[src/rtl/patch_dump_pkg.sv]
// Shared types and constants for the SysEx patch-dump sequencer.
// The COM address list and the OSC offset table live here as lookup functions.
package patch_dump_pkg;

    typedef enum logic [2:0] {
        ST_IDLE,
        ST_HDR,
        ST_RD_REQ,
        ST_RD_CAP,
        ST_SEND,
        ST_CHK,
        ST_EOX,
        ST_FIN
    } state_e;

    // Section value doubles as the bit index into the one-hot select vector.
    typedef enum logic [1:0] {
        SEC_COM,
        SEC_OSC,
        SEC_M1,
        SEC_M2
    } section_e;

    localparam logic [7:0] SYSEX_SOF = 8'hF0;
    localparam logic [7:0] SYSEX_EOX = 8'hF7;

    localparam int unsigned OSC_OFS_N = 6;
    localparam int unsigned COM_ADR_N = 17;

    function automatic logic [3:0] osc_offset(input logic [2:0] i);
        case (i)
            3'd0:    return 4'd2;
            3'd1:    return 4'd3;
            3'd2:    return 4'd4;
            3'd3:    return 4'd7;
            3'd4:    return 4'd10;
            3'd5:    return 4'd11;
            default: return 4'd0;
        endcase
    endfunction

    // COM list: address 1, then 16..31.
    function automatic logic [6:0] com_adr(input logic [4:0] i);
        if (i == 5'd0) begin
            return 7'd1;
        end
        return {2'b00, i} + 7'd15;
    endfunction

endpackage

[src/rtl/sysex_patch_dump_addr_gen.sv]
// Walks COM, OSC, M1 and M2 parameter items on each advance strobe.
// Outputs the current item's address, one-hot section select and last-item flag.
module dump_addr_gen
    import patch_dump_pkg::*;
#(
    parameter int unsigned V_OSC = 4
) (
    input  logic       clk,
    input  logic       rst_n,
    input  logic       init,
    input  logic       advance,
    output logic [6:0] adr,
    output logic [3:0] sel,
    output logic       last
);

    localparam logic [6:0] M_LAST = 7'(16 * V_OSC - 1);

    section_e   sec_q, sec_d;
    logic [6:0] idx_q, idx_d;
    logic [2:0] ofs_q, ofs_d;
    logic [2:0] osc_q, osc_d;

    always_comb begin
        sec_d = sec_q;
        idx_d = idx_q;
        ofs_d = ofs_q;
        osc_d = osc_q;
        if (init) begin
            sec_d = SEC_COM;
            idx_d = '0;
            ofs_d = '0;
            osc_d = '0;
        end else if (advance) begin
            case (sec_q)
                SEC_COM: begin
                    if (idx_q == 7'(COM_ADR_N - 1)) begin
                        sec_d = SEC_OSC;
                        idx_d = '0;
                    end else begin
                        idx_d = idx_q + 7'd1;
                    end
                end
                SEC_OSC: begin
                    if (ofs_q == 3'(OSC_OFS_N - 1)) begin
                        ofs_d = '0;
                        if (osc_q == 3'(V_OSC - 1)) begin
                            sec_d = SEC_M1;
                            osc_d = '0;
                        end else begin
                            osc_d = osc_q + 3'd1;
                        end
                    end else begin
                        ofs_d = ofs_q + 3'd1;
                    end
                end
                SEC_M1: begin
                    if (idx_q == M_LAST) begin
                        sec_d = SEC_M2;
                        idx_d = '0;
                    end else begin
                        idx_d = idx_q + 7'd1;
                    end
                end
                default: begin
                    if (idx_q == M_LAST) begin
                        sec_d = SEC_COM;
                        idx_d = '0;
                    end else begin
                        idx_d = idx_q + 7'd1;
                    end
                end
            endcase
        end
    end

    always_comb begin
        case (sec_q)
            SEC_COM: adr = com_adr(idx_q[4:0]);
            SEC_OSC: adr = {osc_q, osc_offset(ofs_q)};
            default: adr = idx_q;
        endcase
        sel  = 4'd1 << sec_q;
        last = (sec_q == SEC_M2) && (idx_q == M_LAST);
    end

    always_ff @(posedge clk or negedge rst_n) begin
        if (!rst_n) begin
            sec_q <= SEC_COM;
            idx_q <= '0;
            ofs_q <= '0;
            osc_q <= '0;
        end else begin
            sec_q <= sec_d;
            idx_q <= idx_d;
            ofs_q <= ofs_d;
            osc_q <= osc_d;
        end
    end

endmodule

[src/rtl/sysex_patch_dump.sv]
// Serialises the patch store into one framed MIDI SysEx dump over a valid/ready byte link.
// All store-side and tx-side outputs are registered.
module sysex_patch_dump
    import patch_dump_pkg::*;
#(
    parameter int unsigned V_OSC  = 4,
    parameter logic [7:0]  MFR_ID = 8'h7D,
    parameter logic [7:0]  DEV_ID = 8'h00
) (
    input  logic       data_clk,
    input  logic       reset_data_N,
    input  logic       start,
    output logic       busy,
    output logic       done,
    output logic [6:0] adr,
    output logic       read,
    output logic       osc_sel,
    output logic       com_sel,
    output logic       m1_sel,
    output logic       m2_sel,
    input  logic [7:0] synth_data_out,
    output logic [7:0] tx_data,
    output logic       tx_valid,
    input  logic       tx_ready
);

    state_e     state_q, state_d;
    logic [1:0] hdr_q, hdr_d;
    logic [6:0] sum_q, sum_d;
    logic [7:0] tx_data_q, tx_data_d;
    logic       tx_valid_q, tx_valid_d;
    logic [6:0] adr_q, adr_d;
    logic [3:0] sel_q, sel_d;
    logic       read_q, read_d;
    logic       busy_q, busy_d;
    logic       done_q, done_d;
    logic       last_q, last_d;

    logic       gen_init, gen_adv, gen_last;
    logic [6:0] gen_adr;
    logic [3:0] gen_sel;
    logic       xfer, load_req;
    logic [6:0] sum_next;

    assign gen_init = (state_q == ST_IDLE) && start;
    // Generator steps once the current address is latched, so the next item is ready by SEND.
    assign gen_adv  = (state_q == ST_RD_REQ);

    dump_addr_gen #(
        .V_OSC(V_OSC)
    ) u_addr_gen (
        .clk    (data_clk),
        .rst_n  (reset_data_N),
        .init   (gen_init),
        .advance(gen_adv),
        .adr    (gen_adr),
        .sel    (gen_sel),
        .last   (gen_last)
    );

    always_comb begin
        state_d    = state_q;
        hdr_d      = hdr_q;
        sum_d      = sum_q;
        tx_data_d  = tx_data_q;
        tx_valid_d = tx_valid_q;
        adr_d      = adr_q;
        sel_d      = sel_q;
        read_d     = read_q;
        busy_d     = busy_q;
        done_d     = done_q;
        last_d     = last_q;
        load_req   = 1'b0;
        xfer       = tx_valid_q && tx_ready;
        sum_next   = sum_q + tx_data_q[6:0];

        case (state_q)
            ST_IDLE: begin
                if (start) begin
                    state_d    = ST_HDR;
                    busy_d     = 1'b1;
                    sum_d      = '0;
                    hdr_d      = '0;
                    tx_data_d  = SYSEX_SOF;
                    tx_valid_d = 1'b1;
                end
            end
            ST_HDR: begin
                if (xfer) begin
                    case (hdr_q)
                        2'd0: begin
                            tx_data_d = MFR_ID;
                            hdr_d     = 2'd1;
                        end
                        2'd1: begin
                            tx_data_d = DEV_ID;
                            hdr_d     = 2'd2;
                        end
                        default: load_req = 1'b1;
                    endcase
                end
            end
            ST_RD_REQ: begin
                read_d  = 1'b0;
                last_d  = gen_last;
                state_d = ST_RD_CAP;
            end
            ST_RD_CAP: begin
                tx_data_d  = synth_data_out & 8'h7F;
                tx_valid_d = 1'b1;
                adr_d      = '0;
                sel_d      = '0;
                state_d    = ST_SEND;
            end
            ST_SEND: begin
                if (xfer) begin
                    sum_d = sum_next;
                    if (last_q) begin
                        tx_data_d = {1'b0, 7'd0 - sum_next};
                        state_d   = ST_CHK;
                    end else begin
                        load_req = 1'b1;
                    end
                end
            end
            ST_CHK: begin
                if (xfer) begin
                    tx_data_d = SYSEX_EOX;
                    state_d   = ST_EOX;
                end
            end
            ST_EOX: begin
                if (xfer) begin
                    tx_valid_d = 1'b0;
                    tx_data_d  = '0;
                    busy_d     = 1'b0;
                    done_d     = 1'b1;
                    state_d    = ST_FIN;
                end
            end
            default: begin
                done_d  = 1'b0;
                state_d = ST_IDLE;
            end
        endcase

        if (load_req) begin
            tx_valid_d = 1'b0;
            tx_data_d  = '0;
            adr_d      = gen_adr;
            sel_d      = gen_sel;
            read_d     = 1'b1;
            state_d    = ST_RD_REQ;
        end
    end

    always_ff @(posedge data_clk or negedge reset_data_N) begin
        if (!reset_data_N) begin
            state_q    <= ST_IDLE;
            hdr_q      <= '0;
            sum_q      <= '0;
            tx_data_q  <= '0;
            tx_valid_q <= 1'b0;
            adr_q      <= '0;
            sel_q      <= '0;
            read_q     <= 1'b0;
            busy_q     <= 1'b0;
            done_q     <= 1'b0;
            last_q     <= 1'b0;
        end else begin
            state_q    <= state_d;
            hdr_q      <= hdr_d;
            sum_q      <= sum_d;
            tx_data_q  <= tx_data_d;
            tx_valid_q <= tx_valid_d;
            adr_q      <= adr_d;
            sel_q      <= sel_d;
            read_q     <= read_d;
            busy_q     <= busy_d;
            done_q     <= done_d;
            last_q     <= last_d;
        end
    end

    assign busy     = busy_q;
    assign done     = done_q;
    assign adr      = adr_q;
    assign read     = read_q;
    assign com_sel  = sel_q[SEC_COM];
    assign osc_sel  = sel_q[SEC_OSC];
    assign m1_sel   = sel_q[SEC_M1];
    assign m2_sel   = sel_q[SEC_M2];
    assign tx_data  = tx_data_q;
    assign tx_valid = tx_valid_q;

endmodule
[config.mk]
export PLATFORM = sky130hd
export DESIGN_NAME = sysex_patch_dump
export DESIGN_NICKNAME = d
export VERILOG_FILES = /design/src/rtl/patch_dump_pkg.sv /design/src/rtl/sysex_patch_dump_addr_gen.sv /design/src/rtl/sysex_patch_dump.sv
export SDC_FILE = /design/constraint.sdc
export NUM_CORES = 1
export LEC_CHECK = 0
export CORE_ASPECT_RATIO = 1.75
export CORE_MARGIN = 5
export CORE_UTILIZATION = 60
export DETAILED_ROUTE_END_ITERATION = 7
export PLACE_DENSITY = 0.84
export RECOVER_POWER = 50
export SLEW_MARGIN = 30
export SYNTH_ARGS = -nofsm -noshare
export SYNTH_HDL_FRONTEND = slang
export SYNTH_SLANG_ARGS = --single-unit
[constraint.sdc]
create_clock -name data_clk -period 4.7 [get_ports data_clk]
set_clock_uncertainty 0.1 [all_clocks]
set_input_delay 1.175 -clock data_clk [delete_from_list [all_inputs] [get_ports data_clk]]
set_output_delay 1.175 -clock data_clk [all_outputs]
set_load 0.02 [all_outputs]
==> flow_summary.toml, run 1 <==
[clocking]
cts_made_buffers = 5
clock_latency_ps = 320
holdBufCountCts = 0
cts_max_path_buffers = 2
cts_tree = "built"
clock-sinks = 51
path_clk_slew_ps = 100
cts_root_buffer = "clkbuf_8"
htreeDepth = 2
cts-resized-gates = 0
post_cts_buffers = 0

[global_route]
grt_pass1_wl_mm = 13.8
grt_pass1_vias = 2902
track_usage = 0.256
antenna_found_initial = 0
grt_overflow = 0
grt_max_degree = 52

[layout]
num_antenna_cells = 0
layout-drive-gt1-share = 0.0620
nFillCells = 431
final_common_cell = "dfrtp_1"
multi_input_area_um2 = 1820
areaGrowthSynthToFinish_pct = 13.5
fin_nets = 430
fin_util = 0.698
mostFrequentLayoutCells = "dfrtp_1 (51), nand2_1 (46), o21ai_0 (33)"
register_area_um2 = 1280

[critical_path]
critPathArrivalTime_ps = 3390
slowest_stage = "dlygate4sd3_1"
max_stage_delay_ps = 700
crit_buf_inv = 1
path_class = "input pin to register"
path_cells = "dlygate4sd3_1 -> nand3_1 -> o2bb2ai_4 -> nor2_1 -> a21oi_1 -> o221a_1"
cp-start-kind = "input pin"
cp-end-kind = "register"
critPathRequiredTime_ps = 4860
crit_family = "compound AO/OA/AOI/OAI gates"
cp_max_fo = 19

[route]
via_count = 2889
avgViaCountPerCell = 6.31
finalWirelength_mm = 8.32
routedWlPerCell_um = 18.2
drc_errors = 0
antenna_left = 0
firstDrtPassIters = 4
first_iter_violations = 116

[timing]
final-hold-violation-count = 0
finalMaxSlewViolations = 0
fin_crit_ps = 3230
worst_slew_pin_slew_ps = 708
finalSetupViolCount = 0
slew_headroom = 0.528
rsz0062_at_grt = "false"
hold_ws_ps = 388
final.setup.tns_ps = 0
finalCritPeriodShare = 0.687
fmax_mhz = 310

[synth]
synth_simple_gate_area_share = 0.217
syn-cell-area_um2 = 3230
synth_seq_cells = 51
synth_compound_area_frac = 0.238
synth_ff_type = "dfrtp_1"
synth_xor_area_frac = 0.0340
syn_nets = 406
synth_edf_count = 0
postSynth.asyncResetShare = 1.00
ys_warn_count = 0
syn_area_per_cell_um2 = 8.56
synth_cells = 378
synthAdderAreaFrac = 0.0642
synth_mux_area_frac = 0.00928
yosysUniqueCellTypes = 62
synth_top_family_by_area = "compound AO/OA/AOI/OAI gates"
ys_seq_area_frac = 0.395

[run_status]
outcome = "finished clean"

[floorplan]
io_pins = 35
coreArea_um2 = 5260
dieWidth_um = 65.5
die_h_um = 107
rows = 35
start_util = 0.615
design.die.area_um2 = 7020

[power_and_ir_drop]
power.density_nw_per_um2 = 204
leakage_nw = 1.68
ir_worst_vdd_mv = 0.221

[place]
hpwl_mm = 6.18
gp_congestion = 0.953
port_buffers = 33

[job]
maxCapViolations = 0

[worst_hold_path]
hp-class = "register to register"
-- synthesized netlist by cell type, types with 2 or more instances --
| cell type | instances | area [um^2] |
|---|---|---|
| dfrtp_1 | 51 | 1280 |
| nand2_1 | 46 | 173 |
| o21ai_0 | 32 | 160 |
| a21oi_1 | 31 | 155 |
| nor2_1 | 30 | 113 |
| nand3_1 | 23 | 115 |
| ha_1 | 15 | 188 |
| inv_1 | 15 | 56.3 |
| clkbuf_1 | 12 | 45.0 |
| nor3_1 | 8 | 40.0 |
| a21o_1 | 7 | 52.6 |
| nand2b_1 | 7 | 43.8 |
| o21ai_1 | 7 | 35.0 |
| xor2_1 | 7 | 61.3 |
| nor2b_1 | 6 | 37.5 |
| o31ai_1 | 5 | 37.5 |
| a31oi_1 | 4 | 25.0 |
| buf_2 | 4 | 20.0 |
| nor3b_1 | 4 | 30.0 |
| or3_1 | 4 | 25.0 |
| and3_1 | 3 | 18.8 |
| mux2i_1 | 3 | 30.0 |
| o211ai_1 | 3 | 22.5 |
| o21a_1 | 3 | 22.5 |
| xnor2_1 | 3 | 26.3 |
| a21oi_2 | 2 | 17.5 |
| a221o_1 | 2 | 20.0 |
| a221oi_1 | 2 | 17.5 |
| a22oi_1 | 2 | 15.0 |
| a31o_2 | 2 | 17.5 |
| a41oi_1 | 2 | 17.5 |
| buf_1 | 2 | 7.51 |
| or3b_1 | 2 | 17.5 |
-- per-layer routing --
layer	global-route usage	vias up	wire [um]
met5	0	-	0
met4	0.159	0	465
met3	0.0356	33	276
met2	0.467	84	4550
met1	0.266	1381	3030
li1	-	1391	-
-- cell families after synthesis --
| logic type | count (synthesis) |
|---|---|
| compound gates | 118 |
| xor+xnor | 11 |
| fa+ha+maj | 16 |
| buf+inv | 35 |
| flops | 51 |
| mux | 3 |
| simple gates | 144 |
-- metrics by stage --
step           power (mW)  std cells  cell area (um^2)  setup slack [ps]
6_report            0.747        458              3670              1470
5_1_grt             0.772        458              3670              1350
4_1_cts             0.749        457              3670              1460
3_5_place_dp        0.467        449              3570              1130
3_3_place_gp        0.466        449              3570              1190
2_1_floorplan       0.448        378              3230              2150
-- final timing paths --
kind | startpoint | to | slack, ps | depth (start not counted)
worst max-delay path | tx_ready | state_q[1] | 1470 | 6
worst min-delay path | busy | busy | 390 | 2
worst max register to register | state_q[2] | state_q[1] | 1810 | 6
worst min register to register | busy | busy | 390 | 2
max in group asynchronous | reset_data_N | u_addr_gen.idx_q[5] | 3200 | 2
min in group asynchronous | reset_data_N | tx_data[0] | 850 | 2
-- layout make-up --
class,instances,share of cell area
clock buffers,7,0.0263
clock inverters,1,0.00205
inverters,16,0.0164
multi-input cells,292,0.495
flip-flops and latches,51,0.348
well taps,55,0.0188
repair buffers,36,0.0941
-- worst min-delay path, delay by kind of cell (launching register included) --
family	cells	cell delay [ps]
flops	1	360
simple gates	2	100
-- registers in the layout, summed over array words and instances, names as in the netlist, 3 cells and up --
name and flops:
sum_q 7, adr 7, tx_data 8, state_q 3, sel_q 4, u_addr_gen.osc_q 3, u_addr_gen.ofs_q 3, u_addr_gen.idx_q 7
-- power breakdown --
part / leakage, nW / total [mW] / internal (mW) / switching [mW]
registers: 0.671 / 0.438 / 0.438 / 0
clock network: 0.0505 / 0.290 / 0.134 / 0.155
logic: 0.959 / 0.0187 / 0.00748 / 0.0113
(Power assumes the default switching activity.)
==> inputs of run 2 (changes only) <==
--- a/config.mk
+++ b/config.mk
@@ -7,9 +7,9 @@
 export LEC_CHECK = 0
 export CORE_ASPECT_RATIO = 1.75
 export CORE_MARGIN = 5
-export CORE_UTILIZATION = 60
+export CORE_UTILIZATION = 51
 export DETAILED_ROUTE_END_ITERATION = 7
-export PLACE_DENSITY = 0.84
+export PLACE_DENSITY = 0.76
 export RECOVER_POWER = 50
 export SLEW_MARGIN = 30
 export SYNTH_ARGS = -nofsm -noshare
==> constraint.sdc (replaced) <==
create_clock -name data_clk -period 2.7 [get_ports data_clk]
set_clock_uncertainty 0.1 [all_clocks]
set_input_delay 0.675 -clock data_clk [delete_from_list [all_inputs] [get_ports data_clk]]
set_output_delay 0.675 -clock data_clk [all_outputs]
set_load 0.02 [all_outputs]
==> run 2 against run 1 <==
Against the previous run:
- the run now ends with capacitance limit, slew limit left
- clock power is 44% higher
- non-clock buffer count is 16 higher
- combinational power up 87%
- worst setup slack worse by 1300 ps
- flip-flop and latch count did not move
- register-to-register slack got worse by 1600 ps
==> flow_summary.toml, run 2 (synthesized netlist as in run 1, its figures left out) <==
[layout]
mostFrequentLayoutCells = "dfrtp_1 (51), nand2_1 (46), o21ai_0 (32), clkdlybuf4s50_1 (32), a21oi_1 (31)"
nFillCells = 578
num_antenna_cells = 0
areaGrowthSynthToFinish_pct = 16.7
layout-drive-gt1-share = 0.0791
final_common_cell = "dfrtp_1"
largest_reg_flops = 8
fin_nets = 446

[route]
firstDrtPassIters = 4
antenna_left = 0
via_count = 2966
routedWlPerCell_um = 16.7
drc_errors = 0
finalWirelength_mm = 8.32
first_iter_violations = 185
avgViaCountPerCell = 5.97

[critical_path]
crit_end = "tx_data[6]"
rrSetupSlack_ps = 210
cp-start-kind = "register"
timing.rr.end = "tx_data[6]"
r2r_cells = 9
r2r-start = "tx_data[0]"
critPathRequiredTime_ps = 2800
worst_setup_path_startpoint = "tx_data[0]"
critPathArrivalTime_ps = 2590
cp-end-kind = "register"
path_class = "register to register"
cp_max_fo = 3

[power_and_ir_drop]
power.density_nw_per_um2 = 322
power.total_mw = 1.22
leakage_nw = 1.73
ir_worst_vdd_mv = 0.345

[floorplan]
start_util = 0.523
design.die.area_um2 = 8100
dieWidth_um = 70.2
coreArea_um2 = 6180
die_h_um = 115
io_pins = 35
rows = 38

[global_route]
grt_pass1_wl_mm = 13.8
track_usage = 0.217
grt_pass1_vias = 2970
antenna_found_initial = 0
grt_overflow = 0
grt_max_degree = 33

[clocking]
path_clk_slew_ps = 90
clock_latency_ps = 310
htreeDepth = 2
cts_made_buffers = 5
cts-resized-gates = 0
cts_root_buffer = "clkbuf_8"
cts_max_path_buffers = 2
cts_tree = "built"
clock-sinks = 51
post_cts_buffers = 0
holdBufCountCts = 0

[timing]
fmax_mhz = 402
finalCritPeriodShare = 0.922
finalMaxSlewViolations = 33
fin_crit_ps = 2490
worst_slew_pin_slew_ps = 1770
slew_headroom = -0.179
final.setup.tns_ps = 0
rsz0062_at_grt = "false"
finalSetupViolCount = 0
final-hold-violation-count = 0

[worst_hold_path]
min-delay-start = "busy"
hp-class = "register to register"

[run_status]
failed_checks = "capacitance limit, slew limit"
outcome = "finished, violations left"

[place]
port_buffers = 33
hpwl_mm = 6.33
gp_congestion = 0.960

[job]
maxCapViolations = 1
==> run 2: changes by cell type in the layout (fill, tap and decap cells not counted), sizes merged <==
cell / change
buf: +9
clkbuf: +6
clkdlybuf4s50: +1
clkinvlp: -1
dlygate4sd3: -1
==> run 2: layer usage <==
layer  vias up  GRT usage  routed length [um]
met5         -          0                   0
met4         0      0.120                 278
met3        20     0.0332                 286
met2        71      0.431                4850
met1      1449      0.206                2910
li1       1426          -                   -
==> run 2: how the worst min path moves through the flow <==
stage                     cells after the start  slack, ps     end
after floorplan                               0        280  adr[0]
after global placement                        2        370    busy
after detailed placement                      2        380    read
after CTS                                     1        340  adr[5]
after global routing                          2        420    read
final                                         2        390    busy
==> run 2: layout make-up <==
cell class              instances  area [um^2]  area share
repair buffers                 52          445       0.118
flip-flops and latches         51         1280       0.338
well taps                      80          100      0.0265
multi-input cells             292         1820       0.482
inverters                      16         60.1      0.0159
clock buffers                   6         72.6      0.0192
==> run 2: worst max-delay path, cell delays in order (launching register included) <==
cell and delay, ps:
dfrtp_1 380, ha_1 180, inv_1 50, fa_1 390, nand2b_1 170, a21oi_2 170
a21o_1 150, a21o_1 160, xnor3_1 300, a221o_1 320
==> run 2: where the power goes <==
part | total (mW) | switching, mW | leakage, nW | internal, mW
logic | 0.0349 | 0.0209 | 1.02 | 0.0140
clock network | 0.419 | 0.245 | 0.0371 | 0.174
registers | 0.763 | 0 | 0.671 | 0.763
total | 1.22 | 0.266 | 1.73 | 0.951
==> run 2: through the flow <==
step | cells | setup slack [ps] | instance area, um^2 | hold slack [ps] | util
2_1_floorplan | 378 | 149 | 3230 | 279 | -
3_3_place_gp | 491 | 110 | 3720 | 366 | 0.603
3_5_place_dp | 491 | 99.4 | 3720 | 375 | 0.603
4_1_cts | 497 | 76.8 | 3800 | 341 | 0.614
5_1_grt | 497 | 49.7 | 3770 | 420 | 0.611
6_report | 497 | 210 | 3770 | 391 | 0.611
